### src/rtl/memory_access_if.sv
// rtl/memory_access_if.sv - data memory req/ack bus between the MEM stage and data memory
interface memory_access_if #(
  parameter int DATA_WIDTH = 32
);
  logic                  dmem_req_out;
  logic                  dmem_we_out;
  logic [DATA_WIDTH-1:0] dmem_addr_out;
  logic [DATA_WIDTH-1:0] dmem_wdata_out;
  logic [3:0]            dmem_be_out;
  logic                  dmem_ack_in;
  logic [DATA_WIDTH-1:0] dmem_rdata_in;

  modport master (
    output dmem_req_out, dmem_we_out, dmem_addr_out, dmem_wdata_out, dmem_be_out,
    input  dmem_ack_in, dmem_rdata_in
  );

  modport slave (
    input  dmem_req_out, dmem_we_out, dmem_addr_out, dmem_wdata_out, dmem_be_out,
    output dmem_ack_in, dmem_rdata_in
  );
endinterface

### src/rtl/memory_access.sv
// rtl/memory_access.sv - MEM stage: big-endian lane steering, req/ack data memory access, MEM/WB register (optional MEM_MISALIGN_TRAP_EN)
module memory_access #(
  parameter int DATA_WIDTH     = 32,
  parameter int REG_ADDR_WIDTH = 5,
  parameter int TIMEOUT_CYCLES = 16
) (
  input  logic                      clk,
  input  logic                      rst_n,
  input  logic                      en,
  input  logic [DATA_WIDTH-1:0]     alu_data_in,
  input  logic [DATA_WIDTH-1:0]     mem_data_in,
  input  logic                      mem_rd_in,
  input  logic                      mem_wr_in,
  input  logic [1:0]                mem_size_in,
  input  logic                      mem_signed_in,
  input  logic                      reg_wr_ena_in,
  input  logic [REG_ADDR_WIDTH-1:0] reg_addr_in,
  memory_access_if.master           dmem,
  output logic [DATA_WIDTH-1:0]     wb_data_out,
  output logic [REG_ADDR_WIDTH-1:0] wb_reg_addr_out,
  output logic                      wb_reg_wr_ena_out,
  output logic                      stall_out,
  output logic                      bus_error_out,
  output logic                      misalign_out
);

  localparam int CNT_W = (TIMEOUT_CYCLES > 1) ? $clog2(TIMEOUT_CYCLES) : 1;
  localparam logic [CNT_W-1:0] CNT_LAST = CNT_W'((TIMEOUT_CYCLES > 0) ? TIMEOUT_CYCLES - 1 : 0);
  localparam bit TIMEOUT_ON = (TIMEOUT_CYCLES > 0);

  typedef enum logic {IDLE, BUSY} state_t;

  state_t           state_q, state_d;
  logic [CNT_W-1:0] cnt_q;
  logic             mem_op, misaligned, start, ack_done, timeout;
  logic [1:0]       lane_off;
  logic [3:0]       be_d;
  logic [31:0]      wdata_d;
  logic             signed_q, rwe_q;
  logic [1:0]       size_q, off_q;
  logic [7:0]       byte_sel;
  logic [15:0]      half_sel;
  logic [31:0]      load_ext;

  assign mem_op = mem_rd_in | mem_wr_in;

`ifdef MEM_MISALIGN_TRAP_EN
  assign misaligned = ((mem_size_in == 2'b01) && alu_data_in[0]) ||
                      (mem_size_in[1] && (alu_data_in[1:0] != 2'b00));

  // One-cycle trap pulse for a rejected misaligned access
  always_ff @(posedge clk or negedge rst_n) begin
    if (!rst_n) misalign_out <= 1'b0;
    else        misalign_out <= (state_q == IDLE) && en && mem_op && misaligned;
  end
`else
  assign misaligned   = 1'b0;
  assign misalign_out = 1'b0;
`endif

  // Lane steering: offset masked to the access alignment, big-endian byte enables
  always_comb begin
    lane_off = 2'b00;
    be_d     = 4'b1111;
    wdata_d  = mem_data_in;
    case (mem_size_in)
      2'b00: begin
        lane_off = alu_data_in[1:0];
        be_d     = 4'b1000 >> lane_off;
        wdata_d  = {4{mem_data_in[7:0]}};
      end
      2'b01: begin
        lane_off = {alu_data_in[1], 1'b0};
        be_d     = lane_off[1] ? 4'b0011 : 4'b1100;
        wdata_d  = {2{mem_data_in[15:0]}};
      end
      default: begin
        lane_off = 2'b00;
        be_d     = 4'b1111;
        wdata_d  = mem_data_in;
      end
    endcase
  end

  // Load extraction and sign/zero extension from the latched size/offset
  always_comb begin
    case (off_q)
      2'd0:    byte_sel = dmem.dmem_rdata_in[31:24];
      2'd1:    byte_sel = dmem.dmem_rdata_in[23:16];
      2'd2:    byte_sel = dmem.dmem_rdata_in[15:8];
      default: byte_sel = dmem.dmem_rdata_in[7:0];
    endcase
    half_sel = off_q[1] ? dmem.dmem_rdata_in[15:0] : dmem.dmem_rdata_in[31:16];
    case (size_q)
      2'b00:   load_ext = {{24{signed_q & byte_sel[7]}}, byte_sel};
      2'b01:   load_ext = {{16{signed_q & half_sel[15]}}, half_sel};
      default: load_ext = dmem.dmem_rdata_in;
    endcase
  end

  // FSM state register
  always_ff @(posedge clk or negedge rst_n) begin
    if (!rst_n) state_q <= IDLE;
    else        state_q <= state_d;
  end

  // FSM next state and transfer events
  always_comb begin
    state_d  = state_q;
    start    = 1'b0;
    ack_done = 1'b0;
    timeout  = 1'b0;
    case (state_q)
      IDLE: begin
        if (en && mem_op && !misaligned) begin
          start   = 1'b1;
          state_d = BUSY;
        end
      end
      BUSY: begin
        if (dmem.dmem_ack_in) begin
          ack_done = 1'b1;
          state_d  = IDLE;
        end else if (TIMEOUT_ON && (cnt_q == CNT_LAST)) begin
          timeout = 1'b1;
          state_d = IDLE;
        end
      end
      default: state_d = IDLE;
    endcase
  end

  assign dmem.dmem_req_out = (state_q == BUSY);
  assign stall_out         = start || ((state_q == BUSY) && !dmem.dmem_ack_in);

  // Timeout counter: counts unacknowledged BUSY cycles, cleared otherwise
  always_ff @(posedge clk or negedge rst_n) begin
    if (!rst_n)                                                   cnt_q <= '0;
    else if ((state_q == BUSY) && !dmem.dmem_ack_in && !timeout) cnt_q <= cnt_q + 1'b1;
    else                                                          cnt_q <= '0;
  end

  // Bus request latches and the MEM/WB result register
  always_ff @(posedge clk or negedge rst_n) begin
    if (!rst_n) begin
      dmem.dmem_we_out    <= 1'b0;
      dmem.dmem_addr_out  <= '0;
      dmem.dmem_wdata_out <= '0;
      dmem.dmem_be_out    <= 4'b0000;
      signed_q            <= 1'b0;
      rwe_q               <= 1'b0;
      size_q              <= 2'b00;
      off_q               <= 2'b00;
      wb_data_out         <= '0;
      wb_reg_addr_out     <= '0;
      wb_reg_wr_ena_out   <= 1'b0;
      bus_error_out       <= 1'b0;
    end else begin
      bus_error_out <= 1'b0;
      if (state_q == IDLE) begin
        if (en && !mem_op) begin
          wb_data_out       <= alu_data_in;
          wb_reg_addr_out   <= reg_addr_in;
          wb_reg_wr_ena_out <= reg_wr_ena_in;
        end else if (en && misaligned) begin
          wb_reg_wr_ena_out <= 1'b0;
        end else if (start) begin
          dmem.dmem_we_out    <= mem_wr_in;
          dmem.dmem_addr_out  <= {alu_data_in[DATA_WIDTH-1:2], 2'b00};
          dmem.dmem_wdata_out <= wdata_d;
          dmem.dmem_be_out    <= be_d;
          signed_q            <= mem_signed_in;
          rwe_q               <= reg_wr_ena_in & ~mem_wr_in;
          size_q              <= mem_size_in;
          off_q               <= lane_off;
          wb_reg_addr_out     <= reg_addr_in;
          wb_reg_wr_ena_out   <= 1'b0;
        end
      end else if (ack_done) begin
        if (!dmem.dmem_we_out) wb_data_out <= load_ext;
        wb_reg_wr_ena_out <= rwe_q;
      end else if (timeout) begin
        wb_reg_wr_ena_out <= 1'b0;
        bus_error_out     <= 1'b1;
      end
    end
  end

endmodule
### src/flat_wrapper.sv
// flat-port wrapper written by rule: the top's interface ports become plain ports
module memory_access_flat 
#(
  parameter int DATA_WIDTH     = 32,
  parameter int REG_ADDR_WIDTH = 5,
  parameter int TIMEOUT_CYCLES = 16
)
  (clk, rst_n, en, alu_data_in, mem_data_in, mem_rd_in, mem_wr_in, mem_size_in, mem_signed_in, reg_wr_ena_in, reg_addr_in, wb_data_out, wb_reg_addr_out, wb_reg_wr_ena_out, stall_out, bus_error_out, misalign_out, dmem_dmem_req_out, dmem_dmem_we_out, dmem_dmem_addr_out, dmem_dmem_wdata_out, dmem_dmem_be_out, dmem_dmem_ack_in, dmem_dmem_rdata_in);
  memory_access_if #(.DATA_WIDTH(DATA_WIDTH)) dmem_i ();
  input  logic clk;
  input  logic rst_n;
  input  logic en;
  input  logic [DATA_WIDTH-1:0] alu_data_in;
  input  logic [DATA_WIDTH-1:0] mem_data_in;
  input  logic mem_rd_in;
  input  logic mem_wr_in;
  input  logic [1:0] mem_size_in;
  input  logic mem_signed_in;
  input  logic reg_wr_ena_in;
  input  logic [REG_ADDR_WIDTH-1:0] reg_addr_in;
  output logic [DATA_WIDTH-1:0] wb_data_out;
  output logic [REG_ADDR_WIDTH-1:0] wb_reg_addr_out;
  output logic wb_reg_wr_ena_out;
  output logic stall_out;
  output logic bus_error_out;
  output logic misalign_out;
  output wire logic [$bits(dmem_i.dmem_req_out)-1:0] dmem_dmem_req_out;
  output wire logic [$bits(dmem_i.dmem_we_out)-1:0] dmem_dmem_we_out;
  output wire logic [$bits(dmem_i.dmem_addr_out)-1:0] dmem_dmem_addr_out;
  output wire logic [$bits(dmem_i.dmem_wdata_out)-1:0] dmem_dmem_wdata_out;
  output wire logic [$bits(dmem_i.dmem_be_out)-1:0] dmem_dmem_be_out;
  input wire logic [$bits(dmem_i.dmem_ack_in)-1:0] dmem_dmem_ack_in;
  input wire logic [$bits(dmem_i.dmem_rdata_in)-1:0] dmem_dmem_rdata_in;
  assign dmem_dmem_req_out = dmem_i.dmem_req_out;
  assign dmem_dmem_we_out = dmem_i.dmem_we_out;
  assign dmem_dmem_addr_out = dmem_i.dmem_addr_out;
  assign dmem_dmem_wdata_out = dmem_i.dmem_wdata_out;
  assign dmem_dmem_be_out = dmem_i.dmem_be_out;
  assign dmem_i.dmem_ack_in = dmem_dmem_ack_in;
  assign dmem_i.dmem_rdata_in = dmem_dmem_rdata_in;
  memory_access #(.DATA_WIDTH(DATA_WIDTH), .REG_ADDR_WIDTH(REG_ADDR_WIDTH), .TIMEOUT_CYCLES(TIMEOUT_CYCLES)) u_core (.clk(clk), .rst_n(rst_n), .en(en), .alu_data_in(alu_data_in), .mem_data_in(mem_data_in), .mem_rd_in(mem_rd_in), .mem_wr_in(mem_wr_in), .mem_size_in(mem_size_in), .mem_signed_in(mem_signed_in), .reg_wr_ena_in(reg_wr_ena_in), .reg_addr_in(reg_addr_in), .dmem(dmem_i), .wb_data_out(wb_data_out), .wb_reg_addr_out(wb_reg_addr_out), .wb_reg_wr_ena_out(wb_reg_wr_ena_out), .stall_out(stall_out), .bus_error_out(bus_error_out), .misalign_out(misalign_out));
endmodule
### config.mk
export PLATFORM = sky130hd
export DESIGN_NAME = memory_access_flat
export DESIGN_NICKNAME = d
export VERILOG_FILES = /design/src/rtl/memory_access_if.sv /design/src/rtl/memory_access.sv /design/src/flat_wrapper.sv
export SDC_FILE = /design/constraint.sdc
export NUM_CORES = 1
export LEC_CHECK = 0
export BUFFER_PORTS_ARGS = -buffer_cell sky130_fd_sc_hd__buf_2
export CORE_MARGIN = 10
export CORE_UTILIZATION = 49
export CTS_CLUSTER_DIAMETER = 120
export CTS_CLUSTER_SIZE = 10
export DETAILED_ROUTE_END_ITERATION = 10
export PLACE_DENSITY = 0.81
export SLEW_MARGIN = 20
export SYNTH_ARGS = -nofsm -noshare
export SYNTH_HDL_FRONTEND = slang
export SYNTH_SLANG_ARGS = --single-unit
### constraint.sdc
create_clock -name clk -period 2.2 [get_ports clk]
set_input_delay 0.11 -clock clk [delete_from_list [all_inputs] [get_ports clk]]
set_output_delay 0.11 -clock clk [all_outputs]
set_load 0.05 [all_outputs]
==> impl_results.md, run 1 <==
* Run status: finished, final reports clean
* CTS tree: done
* Critical Path Fanout Max at 30
* Total iterations of the first detailed-routing run at 5
* Number of synthesized flops with an enable pin at 0
* WL/cell at 21.13 um
* Global-route wire length before repair at 31450 um
* Synth-to-layout area growth at 44.55%
* Starting density of the core at 0.5082
* Port Buf Inserts at 218
* R2R setup slack at 290 ps
* Largest net degree at the start of global routing at 72
* Mapped Area at 5605 sq um
* Finished Cell Area at 8103 sq um
* Yosys warns at 0
* Most frequent cells in the layout: buf_2, dfrtp_1, nand2_1
* Post-DP Area at between 6000 and 7000 sq um
* Postcts setup bufs at 0
* Setup TNS at 0 ps
* Seq pwr share at 0.307
* I/O pin cnt at 222
* HP Class: in2reg
* Period minus WS final at 2054 ps
* Sink Count at ~120
* Final number of setup-violating endpoints at 0
* Pwr Total at 10.20 mW
* Max Slew Vio Count at 0
* Vias at around 5500
* Core area at 11030 sq um
* Syn Inst Count at roughly 540
* CP max stage delay at 410 ps
* Clock tree buffer depth at 2
* Seq/Total Area, Yosys at 0.5223
* WHS Path Cells at 3
* Critical path's slowest cell: dfrtp_1
* Rows at 38
* Type of element launching the critical path: register
* PD cells at 1259 nW/um^2
* Clock power share at 0.261
* CTS root buf: clkbuf_16
* Sw Share at 0.4466
* P_leak at 3.960 nW
* Die Wd at 127.0 um
* Commonest non-fill, non-tap cell in the layout: buf_2
* Crit path capture type: output port
* # nets final at about 930
* CP Launch Point: u_core.dmem.dmem_req_out
* GRT busiest layer: met2
* Final period util at 0.9336
* Fmax achieved at 486.9 MHz
* Internal Power at 5.645 mW
* Clock skew at roughly 4.6 ps
* Setup Crit Path Kind: reg2out
* Non-filler cells in the finished layout at between 900 and 1000
* Rel. slew slack at 0.4685
* Ys async rst share at 1.000
* GR met3 Demand/Resource at 0.08288
* Peak VDD IR at 1.270 mV
* Vias/cell at roughly 5.6
* Fillcell total at 777
* P_sw at 4.556 mW
* Worst r2r dst: u_core.wb_data_out[17]
* Drt drc at 0
* RePlAce Congestion at roughly 0.91
* Unrepaired setup endpoints after global routing: false
* WP data arrival at between 1500 and 2000 ps
* Synth Flop Type: dfrtp_1
* Vias in the first global route at 5731
* Max_cap viols at 0
* Gr usage total at 0.2454
* Reg2reg path depth at 6
* FF-to-FF Start: u_core.dmem.dmem_req_out
* Unique masters post-synth at 47
* Comb power frac at 0.432
* Initial antenna violation count at 1
* Placed Cells at 865
* Hold Path End: u_core.dmem.dmem_wdata_out[13]
* Slew @ Worst Pin at 797.2 ps
* Grt met1 use at 0.2759
* Min-delay src: mem_data_in[13]
* CP required at 2090 ps
* CP Cell Sequence: nor2b_2 > o21ai_4 > buf_12 > nand2_1 > buf_2
* Total gr overflow at 0
* Clock transition at path regs at 50 ps
* Seq cells post-synth at around 120
* Synthesized area per cell at roughly 10 sq um
* H-tree depth at 4
* Skew-Pair Late Insertion Delay at about 420 ps
* Met2 global-route usage at 0.4162
* Die area at 16120 sq um
* DIE HEIGHT at 127.0 um
* Critical path's top delay family: buffers and inverters
* Final hold slack at between 10 and 15 ps
* Routed Antenna Nets at 0
* Routed WL at approximately 20000 um
* WP buf/inv at 2
* Number of buffers created by CTS at 17
* Hpwl dp at about 14000 um
* Hold Fails Final Rpt at 0
* Iter 0 DRT Violations at 609
* Layout cells sized above 1 at 0.3857
[final cells by class]
type                    count  area, sq um  share of cell area
inverters                   2        7.507           0.0009265
diodes                      1        2.502           0.0003088
flip-flops and latches    117         2928              0.3613
repair buffers            303         1947              0.2403
well taps                 140        175.2             0.02162
multi-input cells         375         2470              0.3048
clock inverters             3        40.04            0.004941
clock buffers              27        533.0             0.06578
[cells in the mapped netlist, types with 2 or more instances]
| cell | number | share of area |
|---|---|---|
| buf_4 | 6 | 0.0080 |
| buf_6 | 2 | 0.0040 |
| nor2b_1 | 3 | 0.0033 |
| a22o_1 | 10 | 0.016 |
| nor3_1 | 2 | 0.0018 |
| nand2b_1 | 4 | 0.0045 |
| a22oi_1 | 31 | 0.042 |
| a21oi_1 | 22 | 0.020 |
| o21ai_0 | 57 | 0.051 |
| o21ai_1 | 2 | 0.0018 |
| mux2_2 | 47 | 0.094 |
| o31ai_1 | 7 | 0.0094 |
| nor3b_1 | 6 | 0.0080 |
| mux2i_1 | 31 | 0.055 |
| buf_2 | 21 | 0.019 |
| nor2_1 | 24 | 0.016 |
| dfrtp_1 | 117 | 0.52 |
| or3_1 | 6 | 0.0067 |
| inv_1 | 2 | 0.0013 |
| nand3_1 | 5 | 0.0045 |
| clkbuf_1 | 14 | 0.0094 |
| o22ai_1 | 6 | 0.0067 |
| nand2_1 | 86 | 0.058 |
[what timing repair did]
item | in CTS | in global routing
hold buffers | 71 | 0
hold endpoints to repair | 188 | 0
gates resized for setup | 0 | 1
endpoints found under the setup margin | 0 | 1
[power by group through the flow]
stage	logic, mW	registers (mW)	clock network (mW)
final	4.41	3.13	2.66
after global routing	4.64	3.18	2.79
after CTS	4.39	3.10	2.70
after detailed placement	4.27	3.13	0
after global placement	4.21	3.09	0
after floorplan	1.10	5.11	0
[through the flow]
step                utilization  worst slack (ps)
floorplan                     -             341.9
detailed placement       0.6167             354.8
CTS                      0.7331             79.51
finish                   0.7346             146.0
global route             0.7346             53.22
global placement         0.6167             463.3
[cell families (layout without fill, tap and decap cells)]
logic type / after synthesis / in the layout / synth area share
DFF: 117 / 117 / 0.5223
AOI/OAI and AO/OA: 149 / 150 / 0.1696
other: 1 / 4 / 0.0006690
adders and majority gates: 1 / 1 / 0.002232
muxes: 79 / 79 / 0.1525
buffers and inverters: 46 / 335 / 0.04219
xor gates and xnor gates: 2 / 2 / 0.003126
and+or+nand+nor: 140 / 140 / 0.1074
[state kept, by name, indices dropped and copies added (netlist names)]
register                    cells
u_core.bus_error_out            1
u_core.dmem.dmem_be_out         4
u_core.dmem.dmem_we_out         1
u_core.size_q                   2
u_core.wb_reg_wr_ena_out        1
u_core.signed_q                 1
u_core.dmem.dmem_wdata_out     32
u_core.wb_reg_addr_out          5
u_core.dmem.dmem_req_out        1
u_core.cnt_q                    4
u_core.wb_data_out             32
u_core.rwe_q                    1
u_core.off_q                    2
u_core.dmem.dmem_addr_out      30
[how the worst max path moves through the flow]
stage | slack [ps] | cells past startpoint | endpoint
floorplan | 340 | 6 | stall_out
global placement | 460 | 4 | u_core.wb_data_out[29]
detailed placement | 350 | 4 | u_core.wb_data_out[13]
CTS | 80 | 5 | stall_out
global route | 50 | 5 | stall_out
finish | 150 | 5 | stall_out
[tightest hold or removal path: cells and delay by family]
kind / cells / cell delay [ps]
mux: 1 / 50
buf+inv: 1 / 90
compound gates: 1 / 140
[per-layer routing]
layer | vias up | routed length, um
met1 | 2618 | 7601
met5 | - | 0
met4 | 0 | 561
li1 | 2472 | -
met3 | 45 | 2032
met2 | 324 | 10260
Note: power is estimated with default switching activity, not from simulation.
==> run 2, diff against run 1 <==
RECOVER_POWER = 25   (was unset)
==> impl_results.md, run 2 (synthesized netlist as in run 1, its figures left out) <==
* Pwr Total at 10.19 mW
* Hold Fails Final Rpt at 0
* Routed WL at 20520 um
* Clock power share at 0.261
* CP required at 2090 ps
* Rel. slew slack at 0.2578
* Unrepaired setup endpoints after global routing: false
* Number of buffers created by CTS at 17
* Port Buf Inserts at 218
* Vias in the first global route at 5731
* Multi-input gate area at approximately 2500 sq um
* Critical path's slowest cell: dfrtp_1
* Setup TNS at 0 ps
* Max Slew Vio Count at 0
* Routed Antenna Nets at 0
* Critical Path Fanout Max at 30
* Rows at 38
* Period minus WS final at 2055 ps
* Die area at approximately 16000 sq um
* Initial antenna violation count at 1
* Synth-to-layout area growth at 44.22%
* Type of element launching the critical path: register
* Max_cap viols at 0
* Run status: finished, final reports clean
* P_sw at 4.551 mW
* Most frequent cells in the layout: buf_2, dfrtp_1, nand2_1
* I/O pin cnt at 222
* Clock transition at path regs at 50 ps
* Flip-flop and latch area at roughly 3000 sq um
* HP Class: in2reg
* Critical path's top delay family: buffers and inverters
* Die Wd at 127.0 um
* Hpwl dp at around 14000 um
* Slew @ Worst Pin at 1113 ps
* RePlAce Congestion at 0.9110
* P_leak at 3.951 nW
* # nets final at slightly above 900
* Vias at ~5500
* Gr usage total at 0.2454
* Comb power frac at 0.432
* CTS root buf: clkbuf_16
* H-tree depth at 4
* WP buf/inv at 2
* Clock tree buffer depth at 2
* WL/cell at 21.19 um
* Internal Power at 5.641 mW
* Largest regs: u_core.dmem.dmem_wdata_out x32, u_core.wb_data_out x32, u_core.dmem.dmem_addr_out x30
* Sw Share at 0.4465
* CP max stage delay at 410 ps
* Crit path capture type: output port
* Global-route wire length before repair at 31450 um
* Clock skew at 4.590 ps
* CP Cell Sequence: nor2b_2 > o21ai_4 > buf_12 > nand2_1 > buf_2
* Core area at around 11000 sq um
* Fmax achieved at 486.6 MHz
* Postcts setup bufs at 0
* Sink Count at 117
* Iter 0 DRT Violations at around 520
* Fillcell total at approximately 800
* Final number of setup-violating endpoints at 0
* Peak VDD IR at 1.269 mV
* Setup Crit Path Kind: reg2out
* Total iterations of the first detailed-routing run at 6
* Seq pwr share at 0.307
* Final Core Density at 0.7329
* Starting density of the core at 0.5082
* Drt drc at 0
* WP data arrival at 1950 ps
* Final period util at 0.9341
* PD cells at 1261 nW/um^2
* DIE HEIGHT at 127.0 um
* Layout cells sized above 1 at 0.3845
* Vias/cell at ~5.7
* Total gr overflow at 0
* Commonest non-fill, non-tap cell in the layout: buf_2
* CTS tree: done
* Largest net degree at the start of global routing at 72
* Skew-Pair Late Insertion Delay at 410 ps
## run 2: stage by stage
step | instance area [sq um] | hold slack [ps] | cells | worst slack, ps
floorplan | 5613 | -185.6 | 537 | 341.9
global placement | 6803 | -86.39 | 865 | 463.3
detailed placement | 6803 | -85.70 | 865 | 354.8
CTS | 8087 | 0.06703 | 966 | 79.51
global route | 8084 | 25.82 | 968 | 53.22
finish | 8084 | 14.42 | 968 | 144.9
## run 2: area by class of cell
type,instances,share of cell area
sequential,117,0.3622
multi-input combinational,375,0.3055
timing repair buffer,303,0.2385
clock buffer,27,0.06593
tap,140,0.02167
clock inverter,3,0.004953
inverter,2,0.0009286
antenna,1,0.0003095
## run 2: repair_timing
item | in CTS | in global routing
resized for setup | 0 | 1
hold endpoints to repair | 188 | 0
endpoints found under the setup margin | 0 | 1
hold buffers | 71 | 0
## run 2: final timing paths
kind / cells after the start / end / slack (ps) / startpoint
max: 5 / stall_out / 140 / u_core.dmem.dmem_req_out
min: 3 / u_core.dmem.dmem_wdata_out[13] / 10 / mem_data_in[13]
max reg2reg: 6 / u_core.wb_data_out[17] / 280 / u_core.dmem.dmem_req_out
min reg2reg: 1 / u_core.cnt_q[0] / 470 / u_core.cnt_q[0]
max in group asynchronous: 3 / u_core.dmem.dmem_be_out[1] / 840 / rst_n
min in group asynchronous: 2 / u_core.dmem.dmem_addr_out[11] / 50 / rst_n
## run 2: power groups by stage
| stage | Sequential [mW] | Clock, mW | Combinational, mW |
|---|---|---|---|
| after CTS | 3.10 | 2.70 | 4.39 |
| after detailed placement | 3.13 | 0 | 4.27 |
| final | 3.13 | 2.66 | 4.40 |
| after floorplan | 5.11 | 0 | 1.10 |
| after global placement | 3.09 | 0 | 4.21 |
| after global routing | 3.18 | 2.79 | 4.64 |
## run 2: worst reg2reg max path, stage by stage, from the launching register on
cell	delay [ps]
dfrtp_1	410
nor2b_2	290
buf_4	240
a21o_1	120
buf_4	300
o21ai_0	220
a22oi_1	240
## run 2: metal layers
metal  track usage  vias to the layer above  part of all wire
met5             0                        -                 0
met4        0.1045                        0             0.027
met3       0.08288                       47              0.10
met2        0.4162                      332              0.50
met1        0.2759                     2665              0.37
li1              -                     2473                 -
